$ cat src/rtl/spy_snapshot.sv
// ---------------------------------------------------------------------------
// spy_snapshot
//
// Spy-bus examine unit for the debug interface. On every state-advance strobe
// it captures NCHAN processor-state words of DW bits. Through an 8-bit spy
// address it presents any 16-bit slice of that snapshot, of the live channel
// data, or of an optional trace FIFO that records one channel per capture.
//
// Address map (P = DW/16 slices per channel, slice 0 = bits [15:0]):
//   0x00 + A       snapshot word A  (channel A/P, slice A%P), A < NCHAN*P
//   0x40 + A       the same slice taken live from chan_in
//   0xC0 + s       slice s of the trace FIFO head entry (0xFFFF when empty)
//   0xFE           trace status {trace_ovf, 0..., trace_count}
//   anything else  0xFFFF
// A read completes on the falling edge of dbread. Completing at 0xC0+(P-1)
// pops the FIFO head; completing at 0xFE clears trace_ovf.
//
// Configuration macro: SPY_TRACE_EN builds the trace FIFO. Without it the
// FIFO addresses read 0xFFFF and trace_count / trace_ovf are tied to 0.
//
// Ports:
//   clk          system clock
//   reset        asynchronous, active-high reset
//   state_write  state-advance strobe, one capture per high cycle
//   freeze       blocks snapshot update and trace push
//   chan_in      live channel data, channel k = chan_in[k*DW +: DW]
//   spy_addr     spy word select
//   dbread       spy read strobe (level)
//   spy_out      registered spy read data
//   trace_count  trace FIFO occupancy
//   trace_ovf    sticky trace-overflow flag
// ---------------------------------------------------------------------------
module spy_snapshot #(
   parameter int NCHAN      = 8,
   parameter int DW         = 32,
   parameter int DEPTH      = 16,
   parameter int TRACE_CHAN = 0
) (
   input  logic                     clk,
   input  logic                     reset,
   input  logic                     state_write,
   input  logic                     freeze,
   input  logic [NCHAN*DW-1:0]      chan_in,
   input  logic [7:0]               spy_addr,
   input  logic                     dbread,
   output logic [15:0]              spy_out,
   output logic [$clog2(DEPTH):0]   trace_count,
   output logic                     trace_ovf
);

   localparam int P  = DW / 16;
   localparam int NW = NCHAN * P;
   localparam int AW = $clog2(DEPTH);

   // Elaboration-time parameter sanity checks.
   if (DW < 16 || DW > 64 || (DW % 16) != 0) begin : g_bad_dw
      $error("spy_snapshot: DW must be a multiple of 16 between 16 and 64");
   end
   if (NW > 64) begin : g_bad_nw
      $error("spy_snapshot: NCHAN*DW/16 must not exceed 64");
   end
   if (DEPTH < 2 || (DEPTH & (DEPTH - 1)) != 0) begin : g_bad_depth
      $error("spy_snapshot: DEPTH must be a power of 2 and at least 2");
   end
   if (TRACE_CHAN < 0 || TRACE_CHAN >= NCHAN) begin : g_bad_trace_chan
      $error("spy_snapshot: TRACE_CHAN must be below NCHAN");
   end

   // A capture (snapshot update and trace push) happens on every unfrozen strobe.
   logic capture;
   assign capture = state_write & ~freeze;

   // ------------------------------------------------------------------------
   // Snapshot register, held as 16-bit words so word A is simply snap_q[A].
   // ------------------------------------------------------------------------
   logic [15:0] snap_q [NW];

   // NOTE: sequential state uses non-blocking (<=) so every flop samples the
   // pre-edge values; blocking (=) is kept for always_comb only.
   always_ff @(posedge clk or posedge reset) begin
      if (reset) begin
         for (int w = 0; w < NW; w++) snap_q[w] <= '0;
      end else if (capture) begin
         for (int w = 0; w < NW; w++) snap_q[w] <= chan_in[w*16 +: 16];
      end
   end

   // ------------------------------------------------------------------------
   // Snapshot / live word select on the low 6 address bits.
   // ------------------------------------------------------------------------
   logic [15:0] snap_word;
   logic [15:0] live_word;
   logic [15:0] trace_word;
   logic [15:0] rd_word;

   // NOTE: every always_comb output gets a default first, so no path through
   // the block leaves it unassigned and no latch is inferred.
   always_comb begin
      snap_word = 16'hFFFF;
      live_word = 16'hFFFF;
      for (int w = 0; w < NW; w++) begin
         if (spy_addr[5:0] == 6'(w)) begin
            snap_word = snap_q[w];
            live_word = chan_in[w*16 +: 16];
         end
      end
   end

   always_comb begin
      unique case (spy_addr[7:6])
         2'b00:   rd_word = snap_word;
         2'b01:   rd_word = live_word;
         2'b11:   rd_word = trace_word;
         default: rd_word = 16'hFFFF;
      endcase
   end

   always_ff @(posedge clk or posedge reset) begin
      if (reset) spy_out <= 16'hFFFF;
      else       spy_out <= dbread ? rd_word : 16'hFFFF;
   end

`ifdef SPY_TRACE_EN
   // ------------------------------------------------------------------------
   // Read completion: falling edge of dbread, qualified by the address that
   // was presented while dbread was still high. The decoded completion is
   // registered and acted on at the following edge.
   // ------------------------------------------------------------------------
   localparam int              HEAD_BASE   = 8'hC0;
   localparam logic [7:0]      HEAD_LAST   = 8'(HEAD_BASE + P - 1);
   localparam logic [7:0]      STATUS_ADDR = 8'hFE;
   localparam logic [AW:0]     FULL_COUNT  = (AW+1)'(DEPTH);

   logic       dbread_q;
   logic [7:0] addr_q;
   logic       pop_q;
   logic       clr_q;
   logic       read_done;

   assign read_done = dbread_q & ~dbread;

   always_ff @(posedge clk or posedge reset) begin
      if (reset) begin
         dbread_q <= 1'b0;
         addr_q   <= '0;
         pop_q    <= 1'b0;
         clr_q    <= 1'b0;
      end else begin
         dbread_q <= dbread;
         addr_q   <= spy_addr;
         pop_q    <= read_done & (addr_q == HEAD_LAST);
         clr_q    <= read_done & (addr_q == STATUS_ADDR);
      end
   end

   // ------------------------------------------------------------------------
   // Trace FIFO. When full, a push overwrites the oldest entry (tail == head)
   // and drags head along with it, unless a pop frees the slot that cycle.
   // ------------------------------------------------------------------------
   logic [DW-1:0] fifo_mem [DEPTH];
   logic [AW-1:0] head_q;
   logic [AW-1:0] tail_q;
   logic [AW:0]   count_q;
   logic          ovf_q;
   logic          fifo_empty;
   logic          fifo_full;
   logic          pop_ok;
   logic          overwrite;

   assign fifo_empty = (count_q == '0);
   assign fifo_full  = (count_q == FULL_COUNT);
   assign pop_ok     = pop_q & ~fifo_empty;
   assign overwrite  = capture & fifo_full & ~pop_ok;

   // NOTE: the storage array has no reset; occupancy gates every read of it,
   // so stale contents are never visible and the array stays plain RAM.
   always_ff @(posedge clk) begin
      if (capture) fifo_mem[tail_q] <= chan_in[TRACE_CHAN*DW +: DW];
   end

   always_ff @(posedge clk or posedge reset) begin
      if (reset) begin
         head_q  <= '0;
         tail_q  <= '0;
         count_q <= '0;
         ovf_q   <= 1'b0;
      end else begin
         if (capture) tail_q <= tail_q + 1'b1;
         if (pop_ok || overwrite) head_q <= head_q + 1'b1;

         if (capture && !pop_ok && !fifo_full) count_q <= count_q + 1'b1;
         else if (pop_ok && !capture)          count_q <= count_q - 1'b1;

         // Set has priority over a same-cycle clear.
         ovf_q <= overwrite | (ovf_q & ~clr_q);
      end
   end

   logic [DW-1:0] head_entry;
   logic [15:0]   status_word;

   assign head_entry = fifo_mem[head_q];

   always_comb begin
      status_word        = '0;
      status_word[AW:0]  = count_q;
      status_word[15]    = ovf_q;
   end

   always_comb begin
      trace_word = 16'hFFFF;
      if (spy_addr == STATUS_ADDR) begin
         trace_word = status_word;
      end else if (!fifo_empty) begin
         for (int s = 0; s < P; s++) begin
            if (spy_addr == 8'(HEAD_BASE + s)) trace_word = head_entry[s*16 +: 16];
         end
      end
   end

   assign trace_count = count_q;
   assign trace_ovf   = ovf_q;
`else
   // Trace FIFO not built: its addresses read as unmapped.
   assign trace_word  = 16'hFFFF;
   assign trace_count = '0;
   assign trace_ovf   = 1'b0;
`endif

endmodule

$ cat config.mk
export PLATFORM = sky130hd
export DESIGN_NAME = spy_snapshot
export DESIGN_NICKNAME = d
export VERILOG_FILES = /design/src/rtl/spy_snapshot.sv
export SDC_FILE = /design/constraint.sdc
export NUM_CORES = 1
export LEC_CHECK = 0
export BUFFER_PORTS_ARGS = -buffer_cell sky130_fd_sc_hd__buf_2
export CORE_UTILIZATION = 40
export DETAILED_ROUTE_END_ITERATION = 12
export PLACE_DENSITY_LB_ADDON = 0.12
export SYNTH_ARGS = -nofsm -noshare
export SYNTH_HDL_FRONTEND = slang
export SYNTH_SLANG_ARGS = --single-unit
$ cat constraint.sdc
create_clock -name clk -period 28.6 [get_ports clk]
set_input_delay 7.15 -clock clk [delete_from_list [all_inputs] [get_ports clk]]
set_output_delay 7.15 -clock clk [all_outputs]
set_load 0.005 [all_outputs]
==> results.json, run 1 <==
{
  "outcome": "completed",
  "dp_hpwl_mm": 48.0,
  "instances_no_fill": 2593,
  "synth_seq_area_share_pct": 44.6,
  "ios": 291,
  "yosysWarningCount": 0,
  "grt_max_degree": 158,
  "multi_input_area_um2": 7750,
  "rows": 71,
  "async_flop_share_pct": 100,
  "max-vdd-ir-drop_mv": 0.0406,
  "post-route-min-period_ps": 10450,
  "antenna_found_initial": 2,
  "worstPathCellList": "buf_6 > buf_4 > buf_4 > nor2_1 > buf_4 > nand2_1 > o22ai_1 > a2111oi_0 > and3_1 > a211o_1",
  "hp-class": "flip-flop to flip-flop",
  "worst_pin_slew_ps": 1360,
  "avgRoutedWirePerCell_um": 26.0,
  "die_h_um": 198,
  "dieArea_um2": 39000,
  "crit_required_ps": 29070,
  "rsz0062_at_grt": "no",
  "period_share_pct": 36.6,
  "crit_path_start_kind": "input port",
  "viasPerCell": 5.98,
  "cts_htree_levels": 2,
  "cts-buffers-inserted": 34,
  "overflow": 0,
  "worstSkewPairLatency_ps": 530,
  "timing.fmax_mhz": 95.7,
  "cts_root_buffer": "clkbuf_16",
  "cts_tree": "done",
  "avgSynthCellArea_um2": 8.25,
  "dp_cells": 2533,
  "cts_resized": 0,
  "crit_top_cell": "buf_4",
  "slew_viol_final": 0,
  "vias": 15514,
  "drc": 0,
  "relSlewSlack_pct": 7.14,
  "end_kind": "flip-flop",
  "postCtsHoldBufs": 0,
  "clock_path_buffers": 3,
  "ant_nets": 0,
  "fillCellCount": 3771,
  "post_cts_buffers": 0,
  "yosysUniqueCellTypes": 78,
  "seq_area_um2": 6830,
  "skew_ps": 15.2,
  "setup_viol": 0,
  "clk_pin_slew_worst_paths_ps": 60,
  "area_growth_pct": 17.9,
  "grt_util_all_layers_pct": 34.9,
  "drtIter0Drc": 1860,
  "cp_data_arrival_time_ps": 10930,
  "finish.net_count": 2327,
  "fin_tns_setup_ps": 0,
  "grt_pass1_vias": 15188,
  "grt_first_pass_wirelength_mm": 99.5,
  "drt_first_pass_iters": 6,
  "drive_above_1_share_pct": 21.8,
  "core_area_um2": 37700,
  "drt-total-wl_mm": 67.4,
  "syn_inst": 1853,
  "path_class": "input port to flip-flop",
  "power_leakage_nw": 8.82,
  "cts_sinks": 272,
  "die-width_um": 198,
  "p_per_area_nw_per_um2": 60.3,
  "synth_seq_cells": 272,
  "crit_slowest_cell": "buf_4",
  "final_hold_viol_count": 0,
  "cap_violations": 0,
  "synth_edf_count": 0,
  "start_util_pct": 40.6,
  "gp_congestion": 1.04,
  "ys.flop_type": "dfrtp_1",
  "synth_area_um2": 15300,
  "cp_max_fo": 62,
  "io_buffers": 284,
  "cpPeakStageDelay_ps": 760
}
==> where the power goes <==
part | leakage [nW] | internal, mW | total [mW] | switching [mW]
combinational | 4.94 | 0.0682 | 0.188 | 0.120
clock | 0.544 | 0.261 | 0.435 | 0.174
sequential | 3.34 | 0.432 | 0.464 | 0.0319
==> layer usage <==
metal / wire length (µm) / vias to the layer above / track usage (%)
met3: 7240 / 241 / 7.41
met5: 0 / - / 0
met1: 26300 / 7421 / 46.4
li1: - / 6739 / -
met2: 29200 / 1113 / 52.2
met4: 4740 / 0 / 20.9
==> worst paths after layout <==
check                      depth (start not counted)                      end  slack [ps]                     from
max                                               10    spy_out[15]$_DFF_PP1_       18150              spy_addr[1]
min                                                2  snap_q[223]$_DFFE_PP0P_         470  snap_q[223]$_DFFE_PP0P_
max reg2reg                                        6     spy_out[9]$_DFF_PP1_       26370  snap_q[201]$_DFFE_PP0P_
min reg2reg                                        2  snap_q[223]$_DFFE_PP0P_         470  snap_q[223]$_DFFE_PP0P_
max in group asynchronous                          3  snap_q[223]$_DFFE_PP0P_       20420                    reset
min in group asynchronous                          2  snap_q[138]$_DFFE_PP0P_        6770                    reset
==> synth_stat cells (15+ instances only) <==
master	n	share of area (%)
a221oi_1	15	0.86
buf_4	17	0.83
o21ai_0	90	2.9
nor2_1	74	1.8
dfrtp_1	256	42
o221ai_1	17	0.97
dfstp_2	16	2.7
mux2_2	25	1.8
clkbuf_1	80	2.0
a21oi_1	79	2.6
mux4_2	33	4.9
buf_2	41	1.3
nor3_1	15	0.49
nand2_1	801	20
mux2i_1	41	2.7
o22ai_1	37	1.5
==> area by class of cell <==
type,instances,area share [%]
diodes,2,0.0278
multi-input cells,1426,43.0
inverters,13,0.312
well taps,511,3.55
clock inverters,9,0.548
clock buffers,49,5.55
repair buffers,311,9.15
flip-flops and latches,272,37.9
==> per-stage QoR <==
step / power, mW / area [µm²] / utilization, % / hold slack, ps / setup slack (ps)
after floorplan: 0.568 / 15300 / - / 437 / 13980
after global placement: 0.651 / 16900 / 44.9 / 452 / 17780
after detailed placement: 0.653 / 16900 / 44.9 / 458 / 17670
after CTS: 1.09 / 18000 / 47.9 / 473 / 18220
after global routing: 1.13 / 18000 / 47.9 / 487 / 18020
final: 1.09 / 18000 / 47.9 / 468 / 18150
==> logic make-up after synthesis <==
| kind of cell | count (synthesis) | share of synthesized area, % |
|---|---|---|
| buf+inv | 160 | 4.93 |
| mux | 99 | 9.39 |
| flops | 272 | 44.6 |
| simple gates | 953 | 25.0 |
| compound gates | 368 | 16.0 |
| other cells | 1 | 0.0245 |
==> state kept, by name, summed over array words and instances (netlist names) <==
signal and flops:
snap_q 256, spy_out 16
==> critical path: cells and delay by family <==
| kind | cells | cell delay, ps |
|---|---|---|
| buf+inv | 4 | 2150 |
| simple gates | 3 | 890 |
| compound gates | 3 | 690 |
==> layout by cell type (no fill, tap or decap), types with 13 or more instances in the layout <==
cell,n
nand2_1,801
buf_4,26
mux4_2,33
o22ai_1,37
clkbuf_16,37
mux2i_1,41
a21oi_1,79
nor2_1,74
o21ai_0,90
a22oi_1,13
nor3_1,15
mux2_2,25
buf_2,282
dfrtp_1,256
a221oi_1,15
o221ai_1,17
dfstp_2,16
(Power assumes the default switching activity.)
==> run 2, diff against run 1 <==
Clock period 28.6 ns to 9.3 ns, I/O delays scaled along.
==> results.json, run 2 (synthesized netlist as in run 1, its figures left out) <==
{
  "clkPwrFrac_pct": 40.2,
  "vias": 15424,
  "largest_reg_flops": 256,
  "cap_violations": 0,
  "area_growth_pct": 18.1,
  "drtIter0Drc": 1719,
  "cts_tree": "done",
  "intPower_mw": 2.35,
  "grt_pass1_vias": 15256,
  "dieArea_um2": 39000,
  "drc": 0,
  "p_per_area_nw_per_um2": 187,
  "grt_max_degree": 165,
  "skew_ps": 27.9,
  "finish.net_count": 2325,
  "swShare_pct": 30.2,
  "final_cell_mix": "nand2_1 (801), buf_2 (282), dfrtp_1 (256)",
  "max-vdd-ir-drop_mv": 0.104,
  "fillCellCount": 3812,
  "p_sw_mw": 1.02,
  "viasPerCell": 5.96,
  "grt_first_pass_wirelength_mm": 99.5,
  "crit_path_start_kind": "input port",
  "final_hold_viol_count": 0,
  "cts_root_buffer": "clkbuf_16",
  "setup_viol": 0,
  "postCtsHoldBufs": 0,
  "design_area_um2": 18100,
  "final_common_cell": "nand2_1",
  "ant_nets": 0,
  "end_kind": "flip-flop",
  "post_cts_buffers": 0,
  "die-width_um": 198,
  "relSlewSlack_pct": 14.5,
  "slew_viol_final": 0,
  "cts-buffers-inserted": 34,
  "top_register": "snap_q",
  "grt_util_all_layers_pct": 34.8,
  "core_area_um2": 37700,
  "clock_path_buffers": 3,
  "worstSkewPairLatency_ps": 550,
  "antenna_found_initial": 1,
  "rsz0062_at_grt": "no",
  "path_class": "input port to flip-flop",
  "post-route-min-period_ps": 4870,
  "die_h_um": 198,
  "cp_data_arrival_time_ps": 5340,
  "period_share_pct": 52.4,
  "timing.fmax_mhz": 205,
  "power_leakage_nw": 8.82,
  "rows": 71,
  "cts_htree_levels": 2,
  "dp_hpwl_mm": 47.7,
  "post_dp_cell_area_um2": 16900,
  "cts_resized": 0,
  "cts_sinks": 272,
  "fin_tns_setup_ps": 0,
  "cp_max_fo": 113,
  "outcome": "completed",
  "overflow": 0,
  "ios": 291,
  "hp-class": "flip-flop to flip-flop",
  "avgRoutedWirePerCell_um": 26.0,
  "reg.largest.list": "snap_q: 256 flops, spy_out: 16 flops",
  "p_comb_share_pct": 17.3,
  "start_util_pct": 40.6,
  "drt_first_pass_iters": 6,
  "worst_pin_slew_ps": 1250,
  "crit_required_ps": 9770,
  "drt-total-wl_mm": 67.3,
  "gp_congestion": 1.10,
  "share_seq_of_total_power_pct": 42.5,
  "final_util_pct": 47.9,
  "drive_above_1_share_pct": 21.9,
  "io_buffers": 284,
  "clk_pin_slew_worst_paths_ps": 60
}
run 2: worst paths after layout:
kind,start,end,slack [ps],cells after the start
min in group asynchronous,reset,snap_q[77]$_DFFE_PP0P_,2030,3
worst max register to register,snap_q[174]$_DFFE_PP0P_,spy_out[14]$_DFF_PP1_,6990,6
worst min register to register,snap_q[150]$_DFFE_PP0P_,snap_q[150]$_DFFE_PP0P_,470,2
worst max-delay path,spy_addr[1],spy_out[14]$_DFF_PP1_,4430,8
worst min-delay path,snap_q[150]$_DFFE_PP0P_,snap_q[150]$_DFFE_PP0P_,470,2
max in group asynchronous,reset,snap_q[234]$_DFFE_PP0P_,5850,4
run 2: power by group through the flow:
stage | clock network, mW | registers (mW) | logic, mW
5_1_grt | 1.41 | 1.44 | 0.629
3_3_place_gp | 0 | 1.44 | 0.562
6_report | 1.35 | 1.43 | 0.581
4_1_cts | 1.37 | 1.43 | 0.571
2_1_floorplan | 0 | 1.40 | 0.342
3_5_place_dp | 0 | 1.44 | 0.569
run 2: layout make-up:
class | count | area, µm² | area share [%]
diodes | 1 | 2.50 | 0.0139
clock inverters | 7 | 65.1 | 0.360
well taps | 511 | 639 | 3.54
repair buffers | 309 | 1660 | 9.19
clock buffers | 50 | 1050 | 5.84
inverters | 13 | 52.6 | 0.291
flip-flops and latches | 272 | 6830 | 37.8
multi-input cells | 1426 | 7750 | 42.9
run 2: layer usage:
metal,share of wire [%],vias up,GRT usage (%)
met5,0.019,-,0
met1,39,7428,46.2
met2,43,1041,51.8
met3,11,230,8.47
li1,-,6723,-
met4,6.2,2,19.5
run 2: per-stage QoR:
stage	cells	setup slack (ps)	total power, mW	hold slack [ps]
floorplan	1858	3390	1.75	437
global placement	2531	4020	2.01	454
detailed placement	2531	4020	2.01	457
CTS	2588	4580	3.36	470
global route	2588	4300	3.48	490
finish	2589	4430	3.37	470
run 2: critical path, cell delays in order:
cell and delay (ps):
buf_6 380, buf_12 580, nor3b_1 100, o21ai_0 650
o311ai_0 280, a211oi_1 600, o21ai_0 190, o2111ai_1 110
